### config.mk
export PLATFORM = sky130hd
export DESIGN_NAME = dsp_column_frame_loader
export DESIGN_NICKNAME = d
export VERILOG_FILES = /design/src/rtl/dsp_column_frame_loader.sv
export SDC_FILE = /design/constraint.sdc
export NUM_CORES = 1
export LEC_CHECK = 0
export ABC_AREA = 1
export CORE_MARGIN = 5
export CORE_UTILIZATION = 50
export CTS_CLUSTER_DIAMETER = 80
export CTS_CLUSTER_SIZE = 10
export DETAILED_ROUTE_END_ITERATION = 8
export PLACE_DENSITY_LB_ADDON = 0.3
export SKIP_CTS_REPAIR_TIMING = 1
export SYNTH_ARGS = -nofsm -noshare
export SYNTH_HDL_FRONTEND = slang
export SYNTH_SLANG_ARGS = --single-unit
### constraint.sdc
create_clock -name UserCLK -period 9.94 [get_ports UserCLK]
set_clock_uncertainty 0.05 [all_clocks]
set_input_delay 2.485 -clock UserCLK [delete_from_list [all_inputs] [get_ports UserCLK]]
set_output_delay 2.485 -clock UserCLK [all_outputs]
set_load 0.1 [all_outputs]
### src/rtl/dsp_column_frame_loader.sv
// Column configuration front end: collects a header plus one word per row, then strobes the frame into the tiles.
// Optional running CRC-16-CCITT output is enabled by defining DSP_FRAME_LOADER_CRC_EN.
module dsp_column_frame_loader #(
    parameter int         FrameBitsPerRow = 32,
    parameter int         MaxFramesPerCol = 20,
    parameter int         NumberOfRows    = 2,
    parameter logic [7:0] ColumnID        = 8'd0,
    parameter int         StrobeCycles    = 1
) (
    input  logic                                    UserCLK,
    input  logic                                    Reset,
    input  logic [FrameBitsPerRow-1:0]              WriteData,
    input  logic                                    WriteValid,
    output logic                                    WriteReady,
    output logic [NumberOfRows*FrameBitsPerRow-1:0] RowFrameData,
    output logic [MaxFramesPerCol-1:0]              FrameStrobe,
    output logic                                    Busy,
`ifdef DSP_FRAME_LOADER_CRC_EN
    output logic [15:0]                             CrcOut,
`endif
    output logic                                    Error
);

    localparam int RW = (NumberOfRows > 1) ? $clog2(NumberOfRows) : 1;
    localparam int SW = (StrobeCycles > 1) ? $clog2(StrobeCycles) : 1;
    localparam logic [RW-1:0] LastRow = RW'(NumberOfRows - 1);
    localparam logic [SW-1:0] LastStb = SW'(StrobeCycles - 1);
    localparam logic [5:0]    MaxIdx  = 6'(MaxFramesPerCol);

    typedef enum logic [2:0] {
        S_IDLE,
        S_LOAD,
        S_SETUP,
        S_STROBE,
        S_HOLD
    } state_t;

    state_t                                  r_state;
    state_t                                  w_next;
    logic                                    r_valid;
    logic [4:0]                              r_idx;
    logic [RW-1:0]                           r_row;
    logic [SW-1:0]                           r_scnt;
    logic [NumberOfRows*FrameBitsPerRow-1:0] r_rows;
    logic [MaxFramesPerCol-1:0]              r_strobe;
    logic                                    r_error;

    logic                                    w_xfer;
    logic                                    w_hit;
    logic                                    w_bad;
    logic [MaxFramesPerCol-1:0]              w_onehot;

    assign w_xfer   = WriteValid & WriteReady;
    assign w_hit    = (WriteData[15:8] == ColumnID);
    assign w_bad    = ({1'b0, WriteData[4:0]} >= MaxIdx);
    assign w_onehot = {{(MaxFramesPerCol-1){1'b0}}, 1'b1} << r_idx;

    assign RowFrameData = r_rows;
    assign FrameStrobe  = r_strobe;
    assign Error        = r_error;

`ifdef DSP_FRAME_LOADER_CRC_EN
    logic [15:0] r_crc;

    // Bitwise CRC-16-CCITT (poly 0x1021), word processed MSB first.
    function automatic logic [15:0] crc16_word(input logic [15:0] crc,
                                               input logic [FrameBitsPerRow-1:0] data);
        logic [15:0] x;
        logic        fb;
        x = crc;
        for (int i = FrameBitsPerRow - 1; i >= 0; i--) begin
            fb = x[15] ^ data[i];
            x  = {x[14:0], 1'b0};
            if (fb) x = x ^ 16'h1021;
        end
        return x;
    endfunction

    assign CrcOut = r_crc;

    always_ff @(posedge UserCLK or posedge Reset) begin
        if (Reset)       r_crc <= 16'hFFFF;
        else if (w_xfer) r_crc <= crc16_word(r_crc, WriteData);
    end
`endif

    always_ff @(posedge UserCLK or posedge Reset) begin
        if (Reset) r_state <= S_IDLE;
        else       r_state <= w_next;
    end

    always_comb begin
        w_next = r_state;
        case (r_state)
            S_IDLE:   if (w_xfer) w_next = S_LOAD;
            S_LOAD:   if (w_xfer && r_row == LastRow) w_next = r_valid ? S_SETUP : S_IDLE;
            S_SETUP:  w_next = S_STROBE;
            S_STROBE: if (r_scnt == LastStb) w_next = S_HOLD;
            S_HOLD:   w_next = S_IDLE;
            default:  w_next = S_IDLE;
        endcase
    end

    always_comb begin
        WriteReady = 1'b0;
        Busy       = (r_state != S_IDLE);
        if (!Reset && (r_state == S_IDLE || r_state == S_LOAD)) WriteReady = 1'b1;
    end

    always_ff @(posedge UserCLK or posedge Reset) begin
        if (Reset) begin
            r_valid  <= 1'b0;
            r_idx    <= '0;
            r_row    <= '0;
            r_scnt   <= '0;
            r_rows   <= '0;
            r_strobe <= '0;
            r_error  <= 1'b0;
        end else begin
            case (r_state)
                S_IDLE: begin
                    if (w_xfer) begin
                        r_idx   <= WriteData[4:0];
                        r_valid <= w_hit & ~w_bad;
                        r_row   <= '0;
                        if (w_hit & w_bad) r_error <= 1'b1;
                    end
                end
                S_LOAD: begin
                    if (w_xfer) begin
                        r_row <= r_row + RW'(1);
                        // Discarded frames still walk the row counter but never touch the data.
                        if (r_valid) begin
                            for (int r = 0; r < NumberOfRows; r++) begin
                                if (r_row == RW'(r))
                                    r_rows[r*FrameBitsPerRow +: FrameBitsPerRow] <= WriteData;
                            end
                        end
                    end
                end
                default: ;
            endcase
            r_scnt   <= (r_state == S_STROBE) ? r_scnt + SW'(1) : '0;
            // Registered strobe is high exactly while the FSM sits in STROBE.
            r_strobe <= (w_next == S_STROBE) ? w_onehot : '0;
        end
    end

endmodule

==> results.json <==
{
  "setup_viol": 0,
  "syn-mean-instance-area_um2": 9.39,
  "yosysSeqAreaShare_pct": 63.1,
  "grt_overflow": 0,
  "gp_congestion": 0.812,
  "grt_max_degree": 52,
  "num_io_pins": 122,
  "yosysMostFrequentCell": "nand2_1",
  "synth_nets": 440,
  "io_buffer_count": 121,
  "powerDensity_nw_per_um2": 162,
  "vias_per_cell": 4.90,
  "postSynthCellCount": 405,
  "r2r_setup_slack_ns": 7.82,
  "drive_gt1_share_pct": 6.45,
  "cts_buffers": 9,
  "netlist_area_um2": 3800,
  "start_util_pct": 51.9,
  "yosysTopAreaCellShare_pct": 63.1,
  "yosys.cell_types.count": 24,
  "cp.required_ns": 7.41,
  "holdWs_ns": 0.426,
  "status": "complete, no violations",
  "endpoint_kind": "output pin",
  "synth_top_cell_by_area": "dfrtp_1",
  "cts_sinks": 96,
  "areaGrowthSynthToFinish_pct": 36.9,
  "routed_wl_um": 8870,
  "fp.dieW_um": 97.2,
  "synth_commonest_cells": "185 x nand2_1, 96 x dfrtp_1, 32 x o21ai_0",
  "crit_arrival_ns": 4.24,
  "rsz0062_at_grt": "no",
  "finalSetupTns_ns": 0,
  "dominantRegCellSynth": "dfrtp_1",
  "route.detailed.drc": 0,
  "antenna_found_initial": 0,
  "use_met3_pct": 7.18,
  "hold_violations": 0,
  "htreeDepth": 3,
  "diodes": 0,
  "place_hpwl_um": 6160,
  "max-slew-margin-rel_pct": 25.4,
  "fmax_mhz": 148,
  "clkTransAtPathRegs_ns": 0.10,
  "grt_util_met1_pct": 24.7,
  "p_leak_nw": 2.67,
  "nFillCells": 585,
  "fin_crit_sh_pct": 68.2,
  "coreArea_um2": 7330,
  "startpoint_type": "input port",
  "rows": 31,
  "detail-route-antenna-nets": 0,
  "ys_ff_latch": 96,
  "routed-via-count": 3070,
  "dieArea_um2": 9450,
  "ir_drop_v": 0.0000904,
  "hold_path.class": "reg -> reg",
  "drtPass1Iterations": 4,
  "clk_latency_ns": 0.35,
  "grt_pass1_wl_um": 15600,
  "crit_path_max_fanout": 2,
  "cts_tree": "done",
  "grt_pass1_vias": 3216,
  "cts_root_buf": "clkbuf_8",
  "tightest_slew_ns": 1.12,
  "dr.first_iter.drc_count": 112,
  "report.final.slew_viol_count": 0,
  "gr-usage-met2_pct": 33.9,
  "min_period_ns": 6.78,
  "synth-edff-count": 0,
  "track_usage_pct": 20.3,
  "nets": 557,
  "async_flop_share_pct": 100,
  "cap_violations": 0,
  "synth_area_leaders": "dfrtp_1 63%, nand2_1 18%, o21ai_0 4.2%",
  "avgRoutedWirePerCell_um": 14.2,
  "ctsLongestPathBuffers": 2,
  "die_h_um": 97.2,
  "yosysWarnings": 0,
  "setup.worst_path.class": "in -> out",
  "busiest_layer": "met2"
}
==> metal layers <==
metal	vias up	share of wire [%]
met5	-	0
met4	0	0.99
met3	7	8.6
met2	88	50
met1	1472	40
li1	1503	-
==> state kept, by name, indices dropped and copies added (netlist names) <==
register / count
r_idx: 5
FrameStrobe: 20
r_state: 3
RowFrameData: 64
r_row: 1
Error: 1
r_scnt: 1
r_valid: 1
==> per-stage QoR <==
step | util [%] | cells | instance area (µm²) | total power, W | setup slack [ns]
global route | 71.1 | 626 | 5210 | 0.000886 | 3.13
finish | 71.1 | 626 | 5210 | 0.000842 | 3.16
detailed placement | 68.5 | 610 | 5020 | 0.000608 | 3.17
floorplan | - | 405 | 3800 | 0.000557 | 3.46
CTS | 71.1 | 626 | 5210 | 0.000848 | 3.16
global placement | 68.5 | 610 | 5020 | 0.000603 | 3.18
==> path summary, 6_finish.rpt <==
kind / startpoint / end / depth (start not counted)
setup reg to reg: r_row$_DFFE_PP0P_ / RowFrameData[21]$_DFFE_PP0P_ / 5
setup / recovery: Reset / WriteReady / 3
hold / removal: RowFrameData[48]$_DFFE_PP0P_ / RowFrameData[48]$_DFFE_PP0P_ / 2
min in group asynchronous: Reset / RowFrameData[56]$_DFFE_PP0P_ / 2
hold reg to reg: RowFrameData[48]$_DFFE_PP0P_ / RowFrameData[48]$_DFFE_PP0P_ / 2
max in group asynchronous: Reset / RowFrameData[13]$_DFFE_PP0P_ / 3
==> cell type report <==
type	count	area [µm²]	share of cell area, %
flip-flops and latches	96	2400	46.1
repair buffers	122	1220	23.4
multi-input cells	277	1210	23.3
clock buffers	9	124	2.38
well taps	99	124	2.38
clock inverters	7	66.3	1.27
inverters	16	62.6	1.20
==> power breakdown <==
| part | switching [W] | internal, W | leakage (nW) |
|---|---|---|---|
| clock network | 0.000146 | 0.0000967 | 0.0974 |
| registers | 0.0000225 | 0.000408 | 1.33 |
| logic | 0.000121 | 0.0000479 | 1.25 |
==> cells by family (layout without fill, tap and decap cells) <==
| group | after synthesis | in the layout | share of synthesized area (%) |
|---|---|---|---|
| flip-flops | 96 | 96 | 63.1 |
| AND/OR/NAND/NOR | 239 | 239 | 26.5 |
| AO/OA/AOI/OAI | 38 | 38 | 5.29 |
| buffers and inverters | 32 | 154 | 5.03 |
==> critical path: stages <==
cell             delay [ns]
clkdlybuf4s50_1        0.46
a21oi_1                0.14
clkdlybuf4s50_1        1.15
==> cell usage in the layout, fill, tap and decap left out, types with 3 or more instances in the layout <==
master and n:
nor3_1 8, nand2_1 185, clkbuf_8 9, nor2_1 24, inv_2 3, nand2_2 5
dfrtp_1 96, inv_1 12, nand3_1 7, clkinv_4 5, o21ai_0 32, clkdlybuf4s50_1 121
No activity file was read; power rests on OpenSTA's default activity.
